===== src/rtl/vec_dot_scheduler.sv =====
// rtl/vec_dot_scheduler.sv - sequences a 4-lane 8x8 multiplier array to form an unsigned byte-vector dot product
module vec_dot_scheduler #(
    parameter int MUL_LAT = 3,
    parameter int LEN_W   = 10,
    parameter int ACC_W   = 24
) (
    input  logic             clk,
    input  logic             reset,
    input  logic             start,
    input  logic [LEN_W-1:0] vec_len,
    input  logic             in_valid,
    input  logic [7:0]       in_a,
    input  logic [7:0]       in_b,
    output logic             in_ready,
    output logic [31:0]      mul_a,
    output logic [31:0]      mul_b,
    output logic             mul_issue,
    output logic [3:0]       mul_lane_en,
    input  logic [63:0]      mul_p,
    output logic             busy,
    output logic             done,
    output logic [ACC_W-1:0] dot_out,
    output logic             overflow
);

    typedef enum logic [1:0] {
        S_IDLE,
        S_LOAD,
        S_DRAIN,
        S_DONE
    } state_t;

    state_t state, state_nxt;

    logic [LEN_W-1:0]        remaining;
    logic [1:0]              lane_idx;
    logic [31:0]             stg_a, stg_b;
    logic [3:0]              stg_en;
    logic [31:0]             grp_a, grp_b;
    logic [3:0]              grp_en;
    logic [MUL_LAT-1:0]      dl_v;
    logic [MUL_LAT-1:0]      dl_older;
    logic [3:0]              dl_en [MUL_LAT];
    logic [ACC_W-1:0]        acc;
    logic [17:0]             grp_sum;
    logic [ACC_W:0]          acc_sum;
    logic                    accept, last_pair, issue_now, acc_fire, job_start;

    assign accept    = in_valid && in_ready;
    assign last_pair = (remaining == LEN_W'(1));
    assign issue_now = accept && ((lane_idx == 2'd3) || last_pair);
    assign acc_fire  = dl_v[MUL_LAT-1];
    assign job_start = (state == S_IDLE) && start;
    // Entries behind the head: anything here means products are still on their way.
    assign dl_older  = dl_v << 1;

    // Group as it would look with the current pair dropped into its lane.
    always_comb begin
        grp_a = stg_a;
        grp_b = stg_b;
        grp_a[8*lane_idx +: 8] = in_a;
        grp_b[8*lane_idx +: 8] = in_b;
        grp_en = stg_en | (4'b0001 << lane_idx);
    end

    always_comb begin
        grp_sum = '0;
        for (int i = 0; i < 4; i++) begin
            if (dl_en[MUL_LAT-1][i]) begin
                grp_sum = grp_sum + 18'(mul_p[16*i +: 16]);
            end
        end
        acc_sum = {1'b0, acc} + (ACC_W+1)'(grp_sum);
    end

    always_ff @(posedge clk or posedge reset) begin
        if (reset) begin
            state <= S_IDLE;
        end else begin
            state <= state_nxt;
        end
    end

    always_comb begin
        state_nxt = state;
        in_ready  = 1'b0;
        busy      = 1'b0;
        done      = 1'b0;
        case (state)
            S_IDLE: begin
                if (start) begin
                    state_nxt = (vec_len == '0) ? S_DONE : S_LOAD;
                end
            end
            S_LOAD: begin
                busy     = 1'b1;
                in_ready = (remaining != '0);
                if (in_valid && (remaining != '0) && last_pair) begin
                    state_nxt = S_DRAIN;
                end
            end
            S_DRAIN: begin
                busy = 1'b1;
                if (!mul_issue && (dl_older == '0)) begin
                    state_nxt = S_DONE;
                end
            end
            S_DONE: begin
                done      = 1'b1;
                state_nxt = S_IDLE;
            end
            default: state_nxt = S_IDLE;
        endcase
    end

    always_ff @(posedge clk or posedge reset) begin
        if (reset) begin
            remaining   <= '0;
            lane_idx    <= '0;
            stg_a       <= '0;
            stg_b       <= '0;
            stg_en      <= '0;
            mul_a       <= '0;
            mul_b       <= '0;
            mul_issue   <= 1'b0;
            mul_lane_en <= '0;
            dl_v        <= '0;
            for (int i = 0; i < MUL_LAT; i++) begin
                dl_en[i] <= '0;
            end
            acc         <= '0;
            overflow    <= 1'b0;
            dot_out     <= '0;
        end else begin
            mul_issue   <= issue_now;
            mul_lane_en <= issue_now ? grp_en : 4'b0000;

            // Issue and refill share the edge, so staging never stalls the stream.
            if (issue_now || job_start) begin
                if (issue_now) begin
                    mul_a <= grp_a;
                    mul_b <= grp_b;
                end
                stg_a    <= '0;
                stg_b    <= '0;
                stg_en   <= '0;
                lane_idx <= '0;
            end else if (accept) begin
                stg_a    <= grp_a;
                stg_b    <= grp_b;
                stg_en   <= grp_en;
                lane_idx <= lane_idx + 2'd1;
            end

            if (job_start) begin
                remaining <= vec_len;
            end else if (accept) begin
                remaining <= remaining - LEN_W'(1);
            end

            dl_v[0]  <= mul_issue;
            dl_en[0] <= mul_lane_en;
            for (int i = 1; i < MUL_LAT; i++) begin
                dl_v[i]  <= dl_v[i-1];
                dl_en[i] <= dl_en[i-1];
            end

            if (job_start) begin
                acc      <= '0;
                overflow <= 1'b0;
            end else if (acc_fire) begin
                acc <= acc_sum[ACC_W-1:0];
                if (acc_sum[ACC_W]) begin
                    overflow <= 1'b1;
                end
            end

            if (job_start && (vec_len == '0)) begin
                dot_out <= '0;
            end else if ((state == S_DRAIN) && (state_nxt == S_DONE)) begin
                dot_out <= acc_fire ? acc_sum[ACC_W-1:0] : acc;
            end
        end
    end

endmodule


===== config.mk =====
export PLATFORM = sky130hd
export DESIGN_NAME = vec_dot_scheduler
export DESIGN_NICKNAME = d
export VERILOG_FILES = /design/src/rtl/vec_dot_scheduler.sv
export SDC_FILE = /design/constraint.sdc
export NUM_CORES = 1
export LEC_CHECK = 0
export CAP_MARGIN = 30
export CORE_ASPECT_RATIO = 0.7
export CORE_MARGIN = 10
export CORE_UTILIZATION = 25
export CTS_CLUSTER_SIZE = 14
export DETAILED_ROUTE_END_ITERATION = 10
export GPL_ROUTABILITY_DRIVEN = 1
export REMOVE_ABC_BUFFERS = 1
export SYNTH_ARGS = -nofsm -noshare
export SYNTH_HDL_FRONTEND = slang
export SYNTH_SLANG_ARGS = --single-unit

===== constraint.sdc =====
create_clock -name clk -period 9.6 [get_ports clk]
set_input_delay 0.96 -clock clk [delete_from_list [all_inputs] [get_ports clk]]
set_output_delay 0.96 -clock clk [all_outputs]
set_load 0.02 [all_outputs]

==> flow_metrics.env, run 1 <==
export IMPL_critPathKind="primary input to flip-flop"
export IMPL_row_count=69
export IMPL_avgRoutedWirePerCell_um=17.8
export IMPL_synthSimpleGateAreaFrac_pct=16.2
export IMPL_firstDrtPassIters=5
export IMPL_slowest_delay_ns=0.47
export IMPL_yosys_area_share_adder_pct=8.51
export IMPL_cp_start_kind="primary input"
export IMPL_antenna_cells=0
export IMPL_pwr_share_comb_pct=38.7
export IMPL_hold_buffers=0
export IMPL_io_buffers=190
export IMPL_drive_gt1_share_pct=6.45
export IMPL_initial_utilization_pct=25.4
export IMPL_finalPower_mw=3.87
export IMPL_synth_xor_area_share_pct=4.33
export IMPL_r2r_end="dot_out[17]$_DFFE_PP0P_"
export IMPL_dpl_hpwl_um=29800
export IMPL_hold_violations=0
export IMPL_finalCritPeriodShare_pct=87.0
export IMPL_root_buffer="clkbuf_16"
export IMPL_dr_total_vias=11006
export IMPL_synth_top_family_by_area="compound AO/OA/AOI/OAI gates"
export IMPL_rr_worst_depth=35
export IMPL_arrival_ns=8.72
export IMPL_place_area_sq_um=15600
export IMPL_p_sw_share_pct=36.8
export IMPL_yosys_area_top_type="dfrtp_1"
export IMPL_clock_latency_ns=0.54
export IMPL_antenna_found_initial=1
export IMPL_powerDensity_nw_per_um2=235
export IMPL_core_area_sq_um=50900
export IMPL_cp_end_kind="flip-flop"
export IMPL_layout_cells_non_filler=2255
export IMPL_viasPerCell=4.88
export IMPL_dp_cells=2211
export IMPL_synth_warnings=0
export IMPL_pin_count=191
export IMPL_avgSynthCellArea_sq_um=9.14
export IMPL_cts_resized=0
export IMPL_ctsLongestPathBuffers=3
export IMPL_fp_dieH_um=210
export IMPL_cap_violations=0
export IMPL_syn_inst=1415
export IMPL_worst_ep_required_time_ns=9.96
export IMPL_die_area_sq_um=61400
export IMPL_drtIter0Drc=725
export IMPL_grt_pass1_vias=11051
export IMPL_seqPwrFrac_pct=34.2
export IMPL_post_cts_setup_buffers=0
export IMPL_hold_path_class="flip-flop to flip-flop"
export IMPL_ys_top_cells_by_area="dfrtp_1, ha_1, a21oi_1, nor2_1, a22o_1"
export IMPL_clk_pin_slew_worst_paths_ns=0.06
export IMPL_grt_ovfl_total=0
export IMPL_drv_slew=0
export IMPL_worstHoldPathCells=0
export IMPL_setup_violations=0
export IMPL_p_int_mw=2.44
export IMPL_rsz0062_at_grt="no"
export IMPL_worst_clock_skew_ns=0.0147
export IMPL_synthTopCellsByCount="dfrtp_1, a21oi_1, nor2_1, ha_1, nor2b_1"
export IMPL_crit_fanout=8
export IMPL_period_needed_ns=8.36
export IMPL_grt_pass1_wl_um=63800
export IMPL_cts_tree="yes"
export IMPL_yosysMostFrequentCell="dfrtp_1"
export IMPL_power_share_clock_pct=27.1
export IMPL_setup_tns_ns=0
export IMPL_synth_ff_type="dfrtp_1"
export IMPL_grt_max_degree=97
export IMPL_dieWidth_um=292
export IMPL_synth_compound_area_share_pct=22.6
export IMPL_r2r_slack_ns=1.42
export IMPL_slowest_stage="fa_1"
export IMPL_ir_worst_vdd_uv=120
export IMPL_nets=1740
export IMPL_switchingPower_mw=1.42
export IMPL_drt_total_wl_um=40200
export IMPL_status="finished, final reports clean"
export IMPL_crit_end="dot_out[17]$_DFFE_PP0P_"
export IMPL_p_leak_nw=7.27
export IMPL_ant_nets=0
export IMPL_ys_ff_latch=215
export IMPL_final_area_sq_um=16500
export IMPL_htree_levels=1
export IMPL_tightest_slew_ns=0.933
export IMPL_synthMuxAreaShare_pct=2.61
export IMPL_grt_usage_pct=12.7
export IMPL_synthArstFlopShare_pct=100
export IMPL_fmax_mhz=120
export IMPL_synth_yosys_seq_area_share_pct=41.6
export IMPL_r2r_start="dl_en[0]$_DFF_PP0_"
export IMPL_critPathLaunch="mul_p[0]"
export IMPL_yosysTopAreaCellShare_pct=41.6
export IMPL_cts_sinks=215
export IMPL_globalplace_congestion=0.852
export IMPL_synth_edf_count=0
export IMPL_remaining_drc_errors=0
export IMPL_ys_types=74
export IMPL_area_growth_pct=27.2
export IMPL_slew_headroom_pct=37.8
export IMPL_synth_cell_area_sq_um=12900
export IMPL_cts_buffers=24
## sequential cells by signal (all words and copies together) (netlist names)
name	cells
stg_en	4
mul_a	32
dl_v	3
stg_b	32
lane_idx	2
overflow	1
remaining	10
stg_a	32
mul_issue	1
state	2
dot_out	24
mul_b	32
acc	24
dl_en	12
mul_lane_en	4
## routing by layer
| layer | vias up | global-route usage [%] | share of wire [%] |
|---|---|---|---|
| li1 | 5344 | - | - |
| met1 | 5392 | 18.3 | 49 |
| met2 | 225 | 19.0 | 43 |
| met5 | - | 0 | 0.032 |
| met3 | 43 | 3.33 | 6.4 |
| met4 | 2 | 2.29 | 1.4 |
## layout make-up
type | instances | area [sq um]
inverters | 47 | 184
fillers | 5192 | 34500
clock inverters | 15 | 240
repair buffers | 210 | 2100
flip-flops and latches | 215 | 5380
clock buffers | 29 | 651
well taps | 674 | 843
multi-input cells | 1065 | 7060
## power groups by stage
stage	registers [mW]	clock network [mW]	logic [mW]
global placement	1.33	0	1.49
CTS	1.33	1.08	1.52
finish	1.32	1.05	1.49
global route	1.36	1.12	1.64
detailed placement	1.34	0	1.51
floorplan	1.53	0	0.570
## worst max-delay path, delay by kind of cell
| kind | cells | cell delay, ns |
|---|---|---|
| simple gates | 11 | 2.40 |
| fa+ha+maj | 5 | 1.63 |
| xor+xnor | 1 | 0.07 |
| buf+inv | 1 | 0.39 |
| mux | 2 | 0.39 |
| compound gates | 15 | 2.87 |
## per-stage QoR
| step | utilization (%) | setup WS (ns) | hold WS [ns] |
|---|---|---|---|
| 5_1_grt | 32.3 | 0.526 | 0.361 |
| 4_1_cts | 32.3 | 1.26 | 0.350 |
| 2_1_floorplan | - | 1.92 | 0.331 |
| 6_report | 32.3 | 1.24 | 0.347 |
| 3_5_place_dp | 30.6 | 0.726 | 0.336 |
| 3_3_place_gp | 30.4 | 0.924 | 0.332 |
## worst min path at each step
| stage | startpoint | end | slack (ns) |
|---|---|---|---|
| 2_1_floorplan | dl_en[4]$_DFF_PP0_ | dl_en[0]$_DFF_PP0_ | 0.33 |
| 3_3_place_gp | dl_en[11]$_DFF_PP0_ | dl_en[7]$_DFF_PP0_ | 0.33 |
| 3_5_place_dp | dl_en[6]$_DFF_PP0_ | dl_en[2]$_DFF_PP0_ | 0.34 |
| 4_1_cts | dl_en[9]$_DFF_PP0_ | dl_en[5]$_DFF_PP0_ | 0.35 |
| 5_1_grt | dl_en[6]$_DFF_PP0_ | dl_en[2]$_DFF_PP0_ | 0.36 |
| 6_report | dl_en[9]$_DFF_PP0_ | dl_en[5]$_DFF_PP0_ | 0.35 |
## cell usage in the layout (no fill, tap or decap), types with 34 or more instances in the layout
cell type	instances
a22o_1	65
clkdlybuf4s50_1	190
o21ai_0	55
a21oi_1	189
xnor2_1	46
dfrtp_1	215
ha_1	79
a211oi_1	34
nor2_1	161
nor2b_1	74
inv_1	46
nand2_1	71
## cell families (layout without fill, tap and decap cells)
| kind of cell | after synthesis | after routing |
|---|---|---|
| flops | 215 | 215 |
| buf+inv | 135 | 301 |
| xor+xnor | 64 | 64 |
| compound gates | 454 | 454 |
| fa+ha+maj | 86 | 86 |
| simple gates | 430 | 430 |
| mux | 31 | 31 |
(Power assumes the default switching activity.)
==> run 2, diff against run 1 <==
ABC_CLOCK_PERIOD_IN_PS = 9600   (was unset)
CELL_PAD_IN_SITES_DETAIL_PLACEMENT = 2   (was unset)
CELL_PAD_IN_SITES_GLOBAL_PLACEMENT = 2   (was unset)
PLACE_DENSITY_LB_ADDON = 0.1   (was unset)
==> run 2 against run 1 <==
Worst setup slack lost 0.22 ns. Register-to-register slack lost 0.04 ns. Total power shrank 0.17%. Flip-flop and latch count is the same. Die area is the same. Sequential power is essentially flat. Via count grew 1.7%. Critical path depth shrank 2. Core utilization grew 0.081 points. Combinational power grew 6%. Cell count is essentially flat. Largest cell class unchanged. Largest power group unchanged.
==> flow_metrics.env, run 2 (same netlist as run 1, synthesis figures left out) <==
export IMPL_status="finished, final reports clean"
export IMPL_die_area_sq_um=61400
export IMPL_grt_max_degree=117
export IMPL_final_area_sq_um=16500
export IMPL_core_area_sq_um=50900
export IMPL_remaining_drc_errors=0
export IMPL_hold_violations=0
export IMPL_drv_slew=0
export IMPL_hold_path_class="flip-flop to flip-flop"
export IMPL_post_cts_setup_buffers=0
export IMPL_cts_tree="yes"
export IMPL_dpl_hpwl_um=35100
export IMPL_antenna_found_initial=0
export IMPL_tightest_slew_ns=1.00
export IMPL_critPathKind="primary input to flip-flop"
export IMPL_cts_buffers=25
export IMPL_antenna_cells=0
export IMPL_p_int_mw=2.38
export IMPL_htree_levels=1
export IMPL_final_common_cell="dfrtp_1"
export IMPL_setup_tns_ns=0
export IMPL_r2r_slack_ns=1.38
export IMPL_critPathLaunch="mul_p[0]"
export IMPL_fp_dieH_um=210
export IMPL_powerDensity_nw_per_um2=234
export IMPL_crit_fanout=8
export IMPL_switchingPower_mw=1.48
export IMPL_drtIter0Drc=449
export IMPL_seqPwrFrac_pct=34.5
export IMPL_power_share_clock_pct=24.6
export IMPL_ctsLongestPathBuffers=3
export IMPL_hold_buffers=0
export IMPL_cts_sinks=215
export IMPL_r2r_end="dot_out[18]$_DFFE_PP0P_"
export IMPL_grt_ovfl_total=0
export IMPL_cap_violations=0
export IMPL_slowest_stage="fa_1"
export IMPL_row_count=69
export IMPL_cp_start_kind="primary input"
export IMPL_grt_pass1_wl_um=74700
export IMPL_worst_clock_skew_ns=0.0230
export IMPL_r2r_start="dl_en[0]$_DFF_PP0_"
export IMPL_drt_total_wl_um=47500
export IMPL_arrival_ns=9.01
export IMPL_period_needed_ns=8.58
export IMPL_ant_nets=0
export IMPL_worst_ep_required_time_ns=10.03
export IMPL_drive_gt1_share_pct=6.70
export IMPL_finalCritPeriodShare_pct=89.4
export IMPL_pwr_share_comb_pct=40.9
export IMPL_layout_cells_non_filler=2257
export IMPL_ir_worst_vdd_uv=178
export IMPL_cts_resized=0
export IMPL_slew_headroom_pct=33.3
export IMPL_fin_util_pct=32.4
export IMPL_globalplace_congestion=0.783
export IMPL_final_cell_mix="dfrtp_1, clkdlybuf4s50_1, a21oi_1"
export IMPL_initial_utilization_pct=25.4
export IMPL_place_area_sq_um=15500
export IMPL_p_sw_share_pct=38.3
export IMPL_cp_end_kind="flip-flop"
export IMPL_dieWidth_um=292
export IMPL_viasPerCell=4.96
export IMPL_clk_pin_slew_worst_paths_ns=0.06
export IMPL_clock_latency_ns=0.55
export IMPL_firstDrtPassIters=4
export IMPL_finalPower_mw=3.86
export IMPL_io_buffers=190
export IMPL_nets=1743
export IMPL_pin_count=191
export IMPL_p_leak_nw=7.29
export IMPL_dr_total_vias=11188
export IMPL_avgRoutedWirePerCell_um=21.0
export IMPL_rsz0062_at_grt="no"
export IMPL_area_growth_pct=27.6
export IMPL_cp_common_cell="ha_1"
export IMPL_dp_cells=2205
export IMPL_root_buffer="clkbuf_16"
export IMPL_grt_pass1_vias=12241
export IMPL_grt_usage_pct=15.2
export IMPL_fmax_mhz=117
export IMPL_setup_violations=0
export IMPL_rr_worst_depth=33
export IMPL_slowest_delay_ns=0.48
export IMPL_crit_end="dot_out[18]$_DFFE_PP0P_"
[run 2: cell count changes in the layout (fill, tap and decap cells not counted), sizes merged]
cell	delta
buf	+2
bufinv	-5
clkbuf	+8
clkinvlp	-1
clkinv	-2
[run 2: how the worst min path moves through the flow]
stage                              startpoint            endpoint  slack [ns]  depth (start not counted)
after floorplan            dl_en[4]$_DFF_PP0_  dl_en[0]$_DFF_PP0_        0.33                          0
after global placement     dl_en[4]$_DFF_PP0_  dl_en[0]$_DFF_PP0_        0.34                          0
after detailed placement   dl_en[9]$_DFF_PP0_  dl_en[5]$_DFF_PP0_        0.34                          0
after CTS                  dl_en[8]$_DFF_PP0_  dl_en[4]$_DFF_PP0_        0.35                          0
after global routing      dl_en[10]$_DFF_PP0_  dl_en[6]$_DFF_PP0_        0.36                          0
final                      dl_en[8]$_DFF_PP0_  dl_en[4]$_DFF_PP0_        0.35                          0
[run 2: power groups by stage]
stage | Clock (mW) | Combinational [mW] | Sequential [mW]
after floorplan | 0 | 0.570 | 1.53
final | 0.950 | 1.58 | 1.33
after global placement | 0 | 1.53 | 1.34
after global routing | 1.03 | 1.73 | 1.37
after detailed placement | 0 | 1.58 | 1.35
after CTS | 0.992 | 1.59 | 1.34
[run 2: critical path, delay by kind of cell]
family / cells / cell delay, ns
xor gates and xnor gates: 3 / 0.40
muxes: 2 / 0.55
adders and majority gates: 5 / 1.65
AOI/OAI and AO/OA: 12 / 2.61
buffers and inverters: 1 / 0.39
and+or+nand+nor: 10 / 2.44
[run 2: per-layer routing]
metal	routed length (um)	up-vias	track usage [%]	share of wire [%]
li1	-	5322	-	-
met1	23800	5695	21.8	50
met2	21200	139	24.2	45
met3	2040	32	2.64	4.3
met4	416	0	1.81	0.88
met5	0	-	0	0
[run 2: layout make-up]
cell class	count	area, sq um
clock buffers	37	731
multi-input cells	1065	7100
fillers	5631	34400
inverters	47	184
clock inverters	7	66.3
flip-flops and latches	215	5380
well taps	674	843
repair buffers	212	2200
[run 2: through the flow]
stage	setup WS [ns]	hold WS, ns
6_report	1.02	0.347
5_1_grt	0.240	0.355
4_1_cts	0.940	0.351
3_5_place_dp	0.419	0.338
3_3_place_gp	0.727	0.335
2_1_floorplan	1.92	0.331
==> run 3, diff against run 2 <==
--- a/config.mk
+++ b/config.mk
@@ -12,3 +12,3 @@
 export CORE_ASPECT_RATIO = 0.7
-export CORE_MARGIN = 10
+export CORE_MARGIN = 4
 export CORE_UTILIZATION = 25
@@ -16,3 +16,3 @@
 export DETAILED_ROUTE_END_ITERATION = 10
-export GPL_ROUTABILITY_DRIVEN = 1
+export GPL_ROUTABILITY_DRIVEN = 0
 export PLACE_DENSITY_LB_ADDON = 0.1
--- a/constraint.sdc
+++ b/constraint.sdc
@@ -3,2 +3,2 @@
 set_output_delay 0.96 -clock clk [all_outputs]
-set_load 0.02 [all_outputs]
+set_load 0.005 [all_outputs]
==> run 3 against run 2 <==
Largest power group is now registers. Hold slack improved by 0.0013 ns. Critical path depth increased by 1. Clock skew decreased by 0.0085 ns. Worst setup slack got worse by 0.090 ns. Global-route usage increased by 1.4 points. Cell count unchanged. Register-to-register slack got worse by 0.25 ns. Clock power increased by 2%. Non-clock buffer count unchanged. Via count decreased by 0.55%. Sequential share of layout area increased by 0.13 points.
==> flow_metrics.env, run 3 (same netlist as run 1, synthesis figures left out) <==
export IMPL_worst_ep_required_time_ns=10.03
export IMPL_dpl_hpwl_um=33800
export IMPL_fin_util_pct=32.3
export IMPL_fmax_mhz=115
export IMPL_grt_pass1_vias=12231
export IMPL_place_area_sq_um=15500
export IMPL_switchingPower_mw=1.26
export IMPL_final_cell_mix="dfrtp_1, clkdlybuf4s50_1, a21oi_1"
export IMPL_hold_buffers=0
export IMPL_finalPower_mw=3.62
export IMPL_setup_violations=0
export IMPL_cap_violations=0
export IMPL_viasPerCell=4.93
export IMPL_r2r_slack_ns=1.13
export IMPL_cp_start_kind="primary input"
export IMPL_cts_buffers=24
export IMPL_cp_common_cell="ha_1"
export IMPL_clk_pin_slew_worst_paths_ns=0.07
export IMPL_grt_usage_pct=16.6
export IMPL_post_cts_setup_buffers=0
export IMPL_avgRoutedWirePerCell_um=20.4
export IMPL_layout_setup_ws_ns=0.930
export IMPL_status="finished, final reports clean"
export IMPL_firstDrtPassIters=4
export IMPL_rsz0062_at_grt="no"
export IMPL_ir_worst_vdd_uv=128
export IMPL_pre_cts_ws_ns=0.291
export IMPL_crit_end="dot_out[18]$_DFFE_PP0P_"
export IMPL_clock_latency_ns=0.53
export IMPL_cts_resized=0
export IMPL_hold_violations=0
export IMPL_seqPwrFrac_pct=36.7
export IMPL_slowest_stage="fa_1"
export IMPL_p_leak_nw=7.27
export IMPL_cts_tree="yes"
export IMPL_grt_pass1_wl_um=73200
export IMPL_crit_fanout=8
export IMPL_fillers=5651
export IMPL_power_share_clock_pct=26.7
export IMPL_row_count=69
export IMPL_critPathKind="primary input to flip-flop"
export IMPL_antenna_cells=0
export IMPL_remaining_drc_errors=0
export IMPL_cp_end_kind="flip-flop"
export IMPL_drive_gt1_share_pct=7.01
export IMPL_antenna_found_initial=0
export IMPL_hold_path_class="flip-flop to flip-flop"
export IMPL_ctsLongestPathBuffers=3
export IMPL_pin_count=191
export IMPL_cts_sinks=215
export IMPL_ant_nets=0
export IMPL_setup_tns_ns=0
export IMPL_rr_worst_depth=34
export IMPL_r2r_start="dl_en[0]$_DFF_PP0_"
export IMPL_p_int_mw=2.37
export IMPL_final_area_sq_um=16400
export IMPL_area_growth_pct=27.1
export IMPL_root_buffer="clkbuf_16"
export IMPL_arrival_ns=9.10
export IMPL_nets=1742
export IMPL_dr_total_vias=11126
export IMPL_hold_slack_ns=0.349
export IMPL_pwr_share_comb_pct=36.6
export IMPL_period_needed_ns=8.67
export IMPL_slew_headroom_pct=32.3
export IMPL_initial_utilization_pct=25.4
export IMPL_drt_total_wl_um=46000
export IMPL_powerDensity_nw_per_um2=221
export IMPL_io_buffers=190
export IMPL_slowest_delay_ns=0.47
export IMPL_tightest_slew_ns=1.02
export IMPL_die_area_sq_um=55500
export IMPL_htree_levels=1
export IMPL_grt_ovfl_total=0
export IMPL_drv_slew=0
export IMPL_grt_max_degree=105
export IMPL_dieWidth_um=280
export IMPL_core_area_sq_um=50900
export IMPL_r2r_end="dot_out[18]$_DFFE_PP0P_"
export IMPL_p_sw_share_pct=34.7
export IMPL_finalCritPeriodShare_pct=90.3
export IMPL_worst_clock_skew_ns=0.0145
export IMPL_dp_cells=2209
export IMPL_critPathLaunch="mul_p[0]"
export IMPL_fp_dieH_um=198
export IMPL_drtIter0Drc=458
export IMPL_final_common_cell="dfrtp_1"
export IMPL_layout_cells_non_filler=2257
==> run 3: layer usage <==
metal	track usage (%)	vias up	share of wire (%)
li1	-	5329	-
met1	25.1	5650	52
met2	25.7	121	44
met3	2.71	26	3.4
met4	1.74	0	0.87
met5	0	-	0
==> run 3: final cells by class <==
cell class / count / area [sq um] / area share (%)
inverters: 47 / 184 / 1.12
clock inverters: 16 / 144 / 0.876
repair buffers: 212 / 2130 / 13.0
clock buffers: 28 / 667 / 4.06
flip-flops and latches: 215 / 5380 / 32.7
well taps: 674 / 843 / 5.13
multi-input cells: 1065 / 7090 / 43.1
==> run 3: critical path: cells and delay by family <==
family,cells,cell delay [ns]
AOI/OAI and AO/OA,13,2.82
and+or+nand+nor,11,2.63
adders and majority gates,5,1.66
muxes,2,0.40
buffers and inverters,1,0.39
xor gates and xnor gates,2,0.25
==> run 3: how the worst min path moves through the flow <==
stage,start,endpoint,slack [ns],cells after the start
2_1_floorplan,dl_en[4]$_DFF_PP0_,dl_en[0]$_DFF_PP0_,0.33,0
3_3_place_gp,dl_en[4]$_DFF_PP0_,dl_en[0]$_DFF_PP0_,0.33,0
3_5_place_dp,dl_en[4]$_DFF_PP0_,dl_en[0]$_DFF_PP0_,0.34,0
4_1_cts,dl_en[4]$_DFF_PP0_,dl_en[0]$_DFF_PP0_,0.35,0
5_1_grt,dl_en[10]$_DFF_PP0_,dl_en[6]$_DFF_PP0_,0.36,0
6_report,dl_en[4]$_DFF_PP0_,dl_en[0]$_DFF_PP0_,0.35,0
==> run 3: power by group through the flow <==
stage          Combinational, mW  Clock, mW  Sequential [mW]
2_1_floorplan              0.558          0             1.32
3_3_place_gp                1.29          0             1.34
3_5_place_dp                1.33          0             1.35
4_1_cts                     1.34       1.01             1.34
5_1_grt                     1.47       1.05             1.37
6_report                    1.33      0.968             1.33
